<file path="src/rtl/instr_cycle_control.sv">
// Fetch/decode/execute sequencer for the 8-bit CPU: drives PC, IR, ACC and memory strobes,
// with a memory-handshake timeout that halts the core and a debug retired-instruction counter.
module instr_cycle_control #(
    parameter int unsigned TIMEOUT = 15
) (
    input  logic       clk,
    input  logic       reset,
    input  logic       run,
    input  logic [3:0] opcode,
    input  logic       zero_flag,
    input  logic       mem_ready,
    output logic       LoadPC,
    output logic       IncPC,
    output logic       LoadIR,
    output logic       LoadAcc,
    output logic       MemRead,
    output logic       MemWrite,
    output logic       addr_sel,
    output logic [1:0] alu_op,
    output logic       halted,
    output logic       timeout_err,
    output logic [7:0] instr_count
);

    localparam logic [2:0] IDLE    = 3'd0;
    localparam logic [2:0] FETCH   = 3'd1;
    localparam logic [2:0] LOAD_IR = 3'd2;
    localparam logic [2:0] DECODE  = 3'd3;
    localparam logic [2:0] EXEC    = 3'd4;
    localparam logic [2:0] MEM     = 3'd5;
    localparam logic [2:0] HALT    = 3'd6;

    localparam logic [3:0] OP_LDA = 4'd1;
    localparam logic [3:0] OP_STA = 4'd2;
    localparam logic [3:0] OP_ADD = 4'd3;
    localparam logic [3:0] OP_SUB = 4'd4;
    localparam logic [3:0] OP_JMP = 4'd5;
    localparam logic [3:0] OP_JZ  = 4'd6;
    localparam logic [3:0] OP_HLT = 4'd15;

    localparam logic [7:0] WAIT_LAST = 8'(TIMEOUT - 1);

    logic [2:0] state_q, state_d;
    logic [3:0] op_q, op_d;
    logic [7:0] wait_cnt_q, wait_cnt_d;
    logic [7:0] instr_count_q, instr_count_d;
    logic       timeout_err_q, timeout_err_d;
    logic [2:0] boundary;
    logic       acc_op;

    always_comb begin
        state_d       = state_q;
        op_d          = op_q;
        wait_cnt_d    = wait_cnt_q;
        instr_count_d = instr_count_q;
        timeout_err_d = timeout_err_q;
        LoadPC        = 1'b0;
        IncPC         = 1'b0;
        LoadIR        = 1'b0;
        LoadAcc       = 1'b0;
        MemRead       = 1'b0;
        MemWrite      = 1'b0;
        addr_sel      = 1'b0;
        alu_op        = 2'b00;
        halted        = 1'b0;
        boundary      = run ? FETCH : IDLE;
        acc_op        = (op_q == OP_LDA) || (op_q == OP_ADD) || (op_q == OP_SUB);

        case (state_q)
            IDLE: begin
                if (run) state_d = FETCH;
            end
            FETCH: begin
                MemRead = 1'b1;
                if (mem_ready) begin
                    state_d    = LOAD_IR;
                    wait_cnt_d = '0;
                end else if (wait_cnt_q == WAIT_LAST) begin
                    state_d       = HALT;
                    timeout_err_d = 1'b1;
                    wait_cnt_d    = '0;
                end else begin
                    wait_cnt_d = wait_cnt_q + 8'd1;
                end
            end
            LOAD_IR: begin
                LoadIR        = 1'b1;
                IncPC         = 1'b1;
                instr_count_d = instr_count_q + 8'd1;
                state_d       = DECODE;
            end
            DECODE: begin
                op_d = opcode;
                case (opcode)
                    OP_LDA, OP_STA, OP_ADD, OP_SUB: state_d = MEM;
                    OP_JMP, OP_JZ:                  state_d = EXEC;
                    OP_HLT:                         state_d = HALT;
                    default:                        state_d = boundary;
                endcase
            end
            MEM: begin
                addr_sel = 1'b1;
                case (op_q)
                    OP_STA: MemWrite = 1'b1;
                    OP_LDA: MemRead  = 1'b1;
                    OP_ADD: begin
                        MemRead = 1'b1;
                        alu_op  = 2'b01;
                    end
                    OP_SUB: begin
                        MemRead = 1'b1;
                        alu_op  = 2'b10;
                    end
                    default: ;
                endcase
                // LoadAcc only on completion, so a timed-out access never writes ACC.
                if (mem_ready) begin
                    LoadAcc    = acc_op;
                    wait_cnt_d = '0;
                    state_d    = boundary;
                end else if (wait_cnt_q == WAIT_LAST) begin
                    state_d       = HALT;
                    timeout_err_d = 1'b1;
                    wait_cnt_d    = '0;
                end else begin
                    wait_cnt_d = wait_cnt_q + 8'd1;
                end
            end
            EXEC: begin
                LoadPC  = (op_q == OP_JMP) || ((op_q == OP_JZ) && zero_flag);
                state_d = boundary;
            end
            HALT: begin
                halted = 1'b1;
            end
            default: state_d = IDLE;
        endcase
    end

    always_ff @(posedge clk or posedge reset) begin
        if (reset) begin
            state_q       <= IDLE;
            op_q          <= '0;
            wait_cnt_q    <= '0;
            instr_count_q <= '0;
            timeout_err_q <= 1'b0;
        end else begin
            state_q       <= state_d;
            op_q          <= op_d;
            wait_cnt_q    <= wait_cnt_d;
            instr_count_q <= instr_count_d;
            timeout_err_q <= timeout_err_d;
        end
    end

    assign timeout_err = timeout_err_q;
    assign instr_count = instr_count_q;

endmodule
</file>
<file path="config.mk">
export PLATFORM = sky130hd
export DESIGN_NAME = instr_cycle_control
export DESIGN_NICKNAME = d
export VERILOG_FILES = /design/src/rtl/instr_cycle_control.sv
export SDC_FILE = /design/constraint.sdc
export NUM_CORES = 1
export LEC_CHECK = 0
export ABC_AREA = 1
export CORE_MARGIN = 5
export CORE_UTILIZATION = 50
export CTS_CLUSTER_DIAMETER = 120
export DETAILED_ROUTE_END_ITERATION = 8
export PLACE_DENSITY_LB_ADDON = 0.08
export SETUP_SLACK_MARGIN = 0.02
export SYNTH_ARGS = -nofsm -noshare
export SYNTH_HDL_FRONTEND = slang
export SYNTH_SLANG_ARGS = --single-unit
</file>
<file path="constraint.sdc">
create_clock -name clk -period 3.96 [get_ports clk]
set_input_delay 0.396 -clock clk [delete_from_list [all_inputs] [get_ports clk]]
set_output_delay 0.396 -clock clk [all_outputs]
set_load 0.03 [all_outputs]
</file>
* Word level (Yosys, flattened, before mapping)
Index checks and enable logic that the tools add are counted.
** Cells by class
- $add $sub $neg :: 2
- Equality and inequality tests :: 21
- Muxes and demuxes :: 21
- Bitwise gates (word level) :: 2
- Reductions and logical operators :: 11
** Operators with widths (number)
- $eq 4x3->1 const B :: 6
- $pmux 3 s7 :: 1
- $add 8x1->8 const B :: 2
- $eq 4x2->1 const B :: 4
- $mux 8 :: 2
- $mux 3 :: 4
- $mux 1 :: 10
- $eq 3x3->1 const B :: 3
- $pmux 3 s3 :: 1
- $eq 4x1->1 const B :: 2
- $eq 8x4->1 const B :: 1
- $eq 3x2->1 const B :: 2
- $eq 4x4->1 const B :: 1
- $pmux 2 s2 :: 1
- $reduce_or 2->1 :: 2
- $reduce_or 4->1 :: 1
- $eq 3x1->1 const B :: 1
- $logic_not 3->1 :: 1
- $logic_or 1x1->1 :: 3
- $reduce_and 3->1 :: 1
- $reduce_or 3->1 :: 1
- $mux 2 :: 1
- $ne 2x2->1 const B :: 1
- $not 1->1 :: 2
- 3 further kinds :: 3
** Word-level totals
- Register bits :: 24
- Output and inout port bits :: 19
- Logic and storage cells :: 62

* Logic depth before layout (Yosys ltp)
Gate-level depths: netlist of run 1.
- Depth after elaboration :: 5
- Depth in mapped cells :: 9

* Worst setup path before layout of run 1
Ideal clock, no wire load.
- Path kind :: flip-flop to output port
- Start point :: register state_q[1]
- End point :: output port MemWrite
- Arrival time :: 1.985 ns
- Required time :: 3.564 ns
- Slack :: 1.579 ns
- Stages on the path, launching flop included :: 6
- Buffers on the path :: 0
- Cell sequence :: dfrtp_1 > inv_2 > nand2_2 > nor2_2 > inv_2 > nor4_1
** Between the ends
- Cells in the longest elaborated chain, start to end :: 2
** Ends and longest elaborated chain
- start: declaration :: RTL line 43 : logic [2:0] state_q, state_d;
- start signal: assignment :: RTL line 148 : state_q <= state_d;
- $eq 3x3->1 :: RTL line 69 : case (state_q)
- $mux 1 :: RTL line 69
- end: declaration :: RTL line 17 : output logic MemWrite,
No other way between the ends.

* Worst setup path after layout of run 1
Same ends and word-level chain as after synthesis.

==> impl_metrics.ini, run 1 <==
[timing]
worst_pin_slew_ns = 0.902
setup_violations = 0
post-route-worst-setup-slack_ns = 1.34
post-route-min-period_ns = 2.62
max_clock_freq_mhz = 381
tns_ns = 0
finalHoldViolCount = 0
max-slew-margin-rel_pct = 39.8
finClkSkew_ns = 0.00759
slew_viol_final = 0
period_share_pct = 66.3
rsz0062_at_grt = false

[drt]
drt_iter0_markers = 74
detail_route.first_pass.iterations = 4
routed_via_density = 5.24
vias = 1221
wirelength_mm = 2.88
ant_nets = 0
drcViolationCount = 0
wl_per_cell_um = 12.4

[placement]
hpwlAfterDp_mm = 2.27
gp_congestion = 0.774
port_buffers = 27
post-place-ws_ns = 1.61

[cells_and_area]
diodes = 0
layout-drive-gt1-share_pct = 11.9
syn2layout_area_growth_pct = 23.9
nets = 215
fill_cells = 252

[critical_path]
critPathMaxFanout = 8
crit_family = buffers and inverters
critPathArrivalTime_ns = 2.23
crit_path_max_incr_delay_ns = 0.73
worstPathCellList = inv_2, nand2_2, nor2_2, inv_2, nor4_1, clkdlybuf4s50_1
crit_start = state_q[1]$_DFFE_PP0P_
crit_path_frequent_cell = inv_2
critPathRequiredTime_ns = 3.56
cp-start-kind = flip-flop
cp_num_buf_inv = 3
r2r_start = wait_cnt_q[0]$_DFFE_PP0N_
cp_slowest_cell = clkdlybuf4s50_1
critical_path_class = reg2out
end_kind = primary output

[floorplanning]
core_um2 = 2730
die_h_um = 63.1
rows = 19
io_pins = 28
initial_utilization_pct = 51.6
fp.dieW_um = 63.1
die_area_um2 = 3990

[global_route]
grt_overflow_total = 0
grt_pass1_wl_mm = 5.29
grt_antenna_before_repair = 0
grt_usage_pct = 16.3
grt_pass1_vias = 1182
grt_max_degree = 25

[power]
power.density_nw_per_um2 = 227
ir_drop_mv = 0.183
p_leak_nw = 0.814

[run]
maxCapViolations = 0

[clock_tree]
h-tree-depth = 1
cts_resized = 0
cts_buffer_depth = 2
tritoncts = built
clock-sinks = 24
root_buffer = clkbuf_4
numCtsBuffers = 3
postCtsHoldBufs = 0
clk_latency_ns = 0.32
postCtsSetupRepairBufs = 0
clk_pin_slew_ns = 0.14

[logic_synthesis]
synthesis.nets = 184
synthFlopType = dfrtp_1
synth_edf_count = 0
avgSynthCellArea_um2 = 8.21
async_reset_ff_share_pct = 100
ys_ff_latch = 24
ys_seq_area_share_pct = 42.6
syn-cell-area_um2 = 1410
syn_inst = 172
ys_warn_count = 0
synth_cell_types = 33

[min_path]
hp-start = timeout_err$_DFFE_PP0P_
hp-class = reg2reg

[run_status]
status = complete, no violations
## path summary, 6_finish.rpt
check | end | slack (ns) | depth (start not counted)
setup / recovery | MemWrite | 1.34 | 6
hold / removal | timeout_err$_DFFE_PP0P_ | 0.49 | 1
setup reg to reg | state_q[0]$_DFFE_PP0P_ | 2.42 | 9
hold reg to reg | timeout_err$_DFFE_PP0P_ | 0.49 | 1
max in group asynchronous | wait_cnt_q[0]$_DFFE_PP0N_ | 2.85 | 2
min in group asynchronous | instr_count[6]$_DFFE_PP0P_ | 0.55 | 2
## power breakdown
group	internal [W]	total, W	leakage (nW)	switching (W)
clock network	0.0000562	0.000132	0.0210	0.0000754
logic	0.00000913	0.0000208	0.531	0.0000117
registers	0.000245	0.000245	0.262	0
total	0.000310	0.000397	0.814	0.0000870
## logic make-up after synthesis
family / count (synthesis) / synth area share [%]
and+or+nand+nor: 76 / 28.0
buffers and inverters: 33 / 9.31
AOI/OAI and AO/OA: 24 / 10.0
DFF: 24 / 42.6
xor gates and xnor gates: 12 / 7.45
adders and majority gates: 3 / 2.66
## placed cells by master, fill, tap and decap left out, types with 2 or more instances in the layout
| master | instances |
|---|---|
| a211oi_1 | 2 |
| o21ai_1 | 10 |
| a21oi_1 | 3 |
| nand3_1 | 8 |
| nor2_1 | 11 |
| xnor2_1 | 2 |
| nand2_1 | 36 |
| inv_2 | 5 |
| clkdlybuf4s50_1 | 27 |
| xor2_1 | 10 |
| nor2_2 | 2 |
| nor2_4 | 2 |
| nor3_1 | 3 |
| clkbuf_4 | 3 |
| nand3_2 | 2 |
| o22ai_1 | 3 |
| ha_1 | 3 |
| nor3_2 | 2 |
| nor4_1 | 3 |
| inv_1 | 25 |
| dfrtp_1 | 24 |
| nand4_1 | 3 |
## flip-flops by register name, summed over array words and instances (netlist names)
name and flops:
wait_cnt_q 8, op_q 4, timeout_err 1, state_q 3, instr_count 8
## final cells by class
class	count	area [um^2]	share of cell area (%)
clock buffers	4	36.3	2.07
inverters	32	124	7.08
multi-input cells	115	679	38.8
flip-flops and latches	24	601	34.3
well taps	31	38.8	2.22
repair buffers	27	270	15.5
## routing by layer
metal / up-vias / global-route usage, % / wire [um] / part of all wire [%]
li1: 619 / - / - / -
met1: 579 / 19.9 / 1320 / 46
met2: 19 / 28.1 / 1420 / 49
met3: 4 / 2.49 / 98 / 3.4
met4: 0 / 7.16 / 46 / 1.6
met5: - / 0 / 0 / 0
## per-stage QoR
| step | cell area, um^2 | hold slack, ns | std cells | util [%] | power, W |
|---|---|---|---|---|---|
| 6_report | 1750 | 0.488 | 233 | 64.0 | 0.000397 |
| 5_1_grt | 1750 | 0.518 | 233 | 64.0 | 0.000418 |
| 3_3_place_gp | 1710 | 0.455 | 229 | 62.7 | 0.000270 |
| 4_1_cts | 1750 | 0.495 | 233 | 64.0 | 0.000399 |
| 3_5_place_dp | 1710 | 0.465 | 229 | 62.7 | 0.000271 |
| 2_1_floorplan | 1410 | 0.411 | 172 | - | 0.000258 |
## synth_stat cells, drive strengths merged (2+ instances only)
cell    count  share of area [%]
inv        31                8.4
nand4       3                1.3
nand3      11                5.5
nor4        3                1.3
xnor2       2                1.2
xor2       10                6.2
nor2       15                5.4
nor3        6                3.6
dfrtp      24                 43
ha          3                2.7
a21oi       3                1.1
nand2      38                 11
a211oi      2                1.1
o22ai       3                1.3
o21ai      11                3.9
Note: power is estimated with default switching activity, not from simulation.
==> inputs of run 2 (changes only) <==
Settings changed: CORE_UTILIZATION 50 to 46.
Clock period 3.96 ns to 2.4 ns, I/O delays scaled along.
==> impl_metrics.ini, run 2 (synthesized netlist as in run 1, its figures left out) <==
[timing]
finClkSkew_ns = 0.00657
period_share_pct = 90.8
max-slew-margin-rel_pct = 71.9
finalHoldViolCount = 0
worst_pin_slew_ns = 0.420
rsz0062_at_grt = false
tns_ns = 0
post-route-min-period_ns = 2.18
slew_viol_final = 0
setup_violations = 0
max_clock_freq_mhz = 459

[critical_path]
cp_slowest_cell = clkdlybuf4s50_1
critPathMaxFanout = 8
cp-start-kind = flip-flop
critical_path_class = reg2out
critPathArrivalTime_ns = 1.94
worstPathCellList = inv_2, nand2_2, nor2_2, clkdlybuf4s50_1
end_kind = primary output
crit_path_max_incr_delay_ns = 0.70
critPathRequiredTime_ns = 2.16

[floorplanning]
initial_utilization_pct = 47.0
io_pins = 28
die_area_um2 = 4280
rows = 20
core_um2 = 3000
fp.dieW_um = 65.4
die_h_um = 65.4

[drt]
routed_via_density = 5.14
ant_nets = 0
wirelength_mm = 2.99
wl_per_cell_um = 12.7
detail_route.first_pass.iterations = 4
drt_iter0_markers = 40
drcViolationCount = 0
vias = 1213

[clock_tree]
postCtsHoldBufs = 0
clk_latency_ns = 0.32
postCtsSetupRepairBufs = 0
clk_pin_slew_ns = 0.14
root_buffer = clkbuf_4
cts_buffer_depth = 2
tritoncts = built
cts_resized = 4
h-tree-depth = 1
numCtsBuffers = 3
clock-sinks = 24

[global_route]
grt_antenna_before_repair = 0
grt_busiest_layer = met2
use_met3_pct = 2.05
grt_usage_pct = 16.4
grt_use_met2_pct = 27.8
grt_pass1_wl_mm = 5.50
grt_overflow_total = 0
gr-usage-met1_pct = 21.7
grt_max_degree = 25
grt_pass1_vias = 1264

[run]
maxCapViolations = 0

[cells_and_area]
nets = 216
diodes = 0
layout_common_cells = nand2_1, inv_1, dfrtp_1
fill_cells = 272
layout-drive-gt1-share_pct = 12.3
layout.cells.most_common = nand2_1
syn2layout_area_growth_pct = 24.6

[placement]
hpwlAfterDp_mm = 2.34
port_buffers = 27
gp_congestion = 0.897

[power]
ir_drop_mv = 0.251
p_leak_nw = 0.876
power.density_nw_per_um2 = 376
power_w = 0.000661

[run_status]
status = complete, no violations

[min_path]
hp-class = in2async
==> run 2: cell count changes in the layout (fill, tap and decap cells not counted) <==
cell / previous run / this run
buf_4: 0 / 1
clkdlybuf4s50_1: 27 / 21
dlygate4sd2_1: 0 / 4
dlymetal6s2s_1: 0 / 2
==> run 2: stage by stage <==
step | instances | hold slack, ns | worst slack [ns] | instance area (um^2) | util (%)
final | 236 | 0.241 | 0.220 | 1760 | 58.6
after global routing | 236 | 0.275 | 0.100 | 1760 | 58.6
after CTS | 236 | 0.250 | 0.0691 | 1750 | 58.4
after detailed placement | 232 | 0.479 | 0.327 | 1720 | 57.4
after global placement | 232 | 0.469 | 0.344 | 1720 | 57.4
after floorplan | 172 | 0.255 | 0.175 | 1410 | -
==> run 2: layer usage <==
metal | share of wire, % | routed length, um | vias up
met5 | 0 | 0 | -
met4 | 1.0 | 31 | 0
met3 | 3.6 | 109 | 4
met2 | 48 | 1440 | 31
met1 | 47 | 1410 | 562
li1 | - | - | 616
==> run 2: final cells by class <==
cell class	instances	area, um^2	share of cell area [%]
Clock buffer	4	36.3	2.06
Inverter	32	124	7.04
Multi-Input combinational cell	115	679	38.6
Sequential cell	24	601	34.1
Tap cell	33	41.3	2.35
Timing Repair Buffer	28	278	15.8
==> run 2: worst paths after layout <==
| check | start | to | slack [ns] | cells after the start |
|---|---|---|---|---|
| min in group clk | instr_count[6]$_DFFE_PP0P_ | instr_count[6]$_DFFE_PP0P_ | 0.50 | 1 |
| worst min-delay path | reset | wait_cnt_q[6]$_DFFE_PP0N_ | 0.24 | 3 |
| worst max-delay path | state_q[1]$_DFFE_PP0P_ | addr_sel | 0.22 | 4 |
| worst max register to register | wait_cnt_q[0]$_DFFE_PP0N_ | state_q[0]$_DFFE_PP0P_ | 0.89 | 9 |
| max in group asynchronous | reset | instr_count[2]$_DFFE_PP0P_ | 1.92 | 3 |
| worst min register to register | instr_count[6]$_DFFE_PP0P_ | instr_count[6]$_DFFE_PP0P_ | 0.50 | 1 |
==> run 2: where the power goes <==
part / internal [W] / switching [W]
combinational: 0.0000162 / 0.0000192
sequential: 0.000404 / 0
clock: 0.0000928 / 0.000128
total: 0.000513 / 0.000148
==> run 2: critical path, delay by kind of cell (launching register included) <==
kind	cells	cell delay [ns]
DFF	1	0.46
buffers and inverters	2	0.85
and+or+nand+nor	2	0.31
==> inputs of run 3 (changes only) <==
Settings changed: CELL_PAD_IN_SITES_DETAIL_PLACEMENT set to 1, CELL_PAD_IN_SITES_GLOBAL_PLACEMENT set to 1, CORE_UTILIZATION 46 to 34.
Clock period 2.4 ns to 1.9 ns, I/O delays scaled along.
==> impl_metrics.ini, run 3 (synthesized netlist as in run 1, its figures left out) <==
[power]
power.density_nw_per_um2 = 562
p_leak_nw = 0.871
ir_drop_mv = 0.309

[placement]
hpwlAfterDp_mm = 2.71
placedCellCount = 251
postPlaceCellArea_um2 = 1750
port_buffers = 27
gp_congestion = 0.796

[critical_path]
critPathRequiredTime_ns = 1.71
critPathMaxFanout = 5
critPathArrivalTime_ns = 1.61
cp-start-kind = flip-flop
r2r_slack_ns = 0.35
end_kind = primary output
critical_path_class = reg2out

[timing]
rsz0062_at_grt = true
post-route-min-period_ns = 1.80
fin_hold_ws_ns = 0.257
slew_viol_final = 0
finalHoldViolCount = 0
setup_violations = 0
max_clock_freq_mhz = 557
finClkSkew_ns = 0.00505
max-slew-margin-rel_pct = 72.0
worst_pin_slew_ns = 0.419
tns_ns = 0
period_share_pct = 94.5

[floorplanning]
rows = 23
initial_utilization_pct = 35.3
die_h_um = 74.4
fp.dieW_um = 74.4
die_area_um2 = 5540
core_um2 = 4000
io_pins = 28

[drt]
detail_route.first_pass.iterations = 4
wirelength_mm = 3.53
drcViolationCount = 0
wl_per_cell_um = 13.8
ant_nets = 0
routed_via_density = 4.87
drt_iter0_markers = 39
vias = 1242

[clock_tree]
postCtsHoldBufs = 0
clk_pin_slew_ns = 0.09
root_buffer = clkbuf_8
cts_buffer_depth = 2
clk_latency_ns = 0.28
tritoncts = built
numCtsBuffers = 3
clock-sinks = 24
h-tree-depth = 1

[cells_and_area]
final_cell_area_um2 = 1820
nets = 218
layout_common_cells = nand2_1, inv_1, dfrtp_1
layout.cells.most_common = nand2_1
diodes = 0
fin_cells = 255
syn2layout_area_growth_pct = 28.8
layout-drive-gt1-share_pct = 16.1
fill_cells = 476

[run_status]
status = complete, no violations

[min_path]
hp-class = in2async

[global_route]
grt_overflow_total = 0
grt_pass1_vias = 1274
grt_antenna_before_repair = 0
grt_pass1_wl_mm = 6.22
grt_usage_pct = 14.4
grt_max_degree = 25

[run]
maxCapViolations = 0
-- run 3: worst paths after layout --
path                                                start                          to  depth (start not counted)
worst max-delay path                  op_q[0]$_DFFE_PP0N_                     MemRead                          5
worst min-delay path                                reset  instr_count[6]$_DFFE_PP0P_                          3
worst max register to register  wait_cnt_q[0]$_DFFE_PP0N_      state_q[0]$_DFFE_PP0P_                          9
worst min register to register    timeout_err$_DFFE_PP0P_     timeout_err$_DFFE_PP0P_                          1
max in group asynchronous                           reset         op_q[3]$_DFFE_PP0N_                          3
min in group clk                  timeout_err$_DFFE_PP0P_     timeout_err$_DFFE_PP0P_                          1
-- run 3: where the power goes --
part / switching, W / internal [W]
logic: 0.0000259 / 0.0000204
clock network: 0.000184 / 0.000282
registers: 0 / 0.000510
total: 0.000209 / 0.000813
-- run 3: routing by layer --
metal | share of wire (%) | track usage [%] | vias to the layer above
met5 | 0 | 0 | -
met4 | 1.4 | 4.74 | 0
met3 | 4.4 | 2.70 | 5
met2 | 46 | 23.0 | 31
met1 | 48 | 19.6 | 586
li1 | - | - | 620
-- run 3: what timing repair did --
item / CTS / global route
buffers inserted: 0 / 0
endpoints found under the setup margin: 5 / 1
gates resized for setup: 5 / 1
-- run 3: stage by stage --
| stage | util (%) | setup WS (ns) | total power (W) |
|---|---|---|---|
| 6_report | 45.4 | 0.104 | 0.00102 |
| 5_1_grt | 45.4 | 0.0122 | 0.00106 |
| 4_1_cts | 45.3 | 0.114 | 0.00104 |
| 3_5_place_dp | 43.7 | 0.172 | 0.000568 |
| 3_3_place_gp | 43.7 | 0.211 | 0.000566 |
| 2_1_floorplan | - | -0.275 | 0.000538 |
-- run 3: critical path, cell delays in order, from the launching register on --
cell and delay (ns):
dfrtp_1 0.43, inv_1 0.16, nor2_1 0.08, a31oi_1 0.21, a21oi_1 0.10, dlygate4sd2_1 0.36
-- run 3: cell type report --
cell class,count,area [um^2],area share [%]
Inverter,32,124,6.81
Timing Repair Buffer,30,274,15.1
Multi-Input combinational cell,115,686,37.7
Clock inverter,1,30.0,1.65
Clock buffer,3,41.3,2.27
Sequential cell,24,601,33.0
Tap cell,50,62.6,3.44
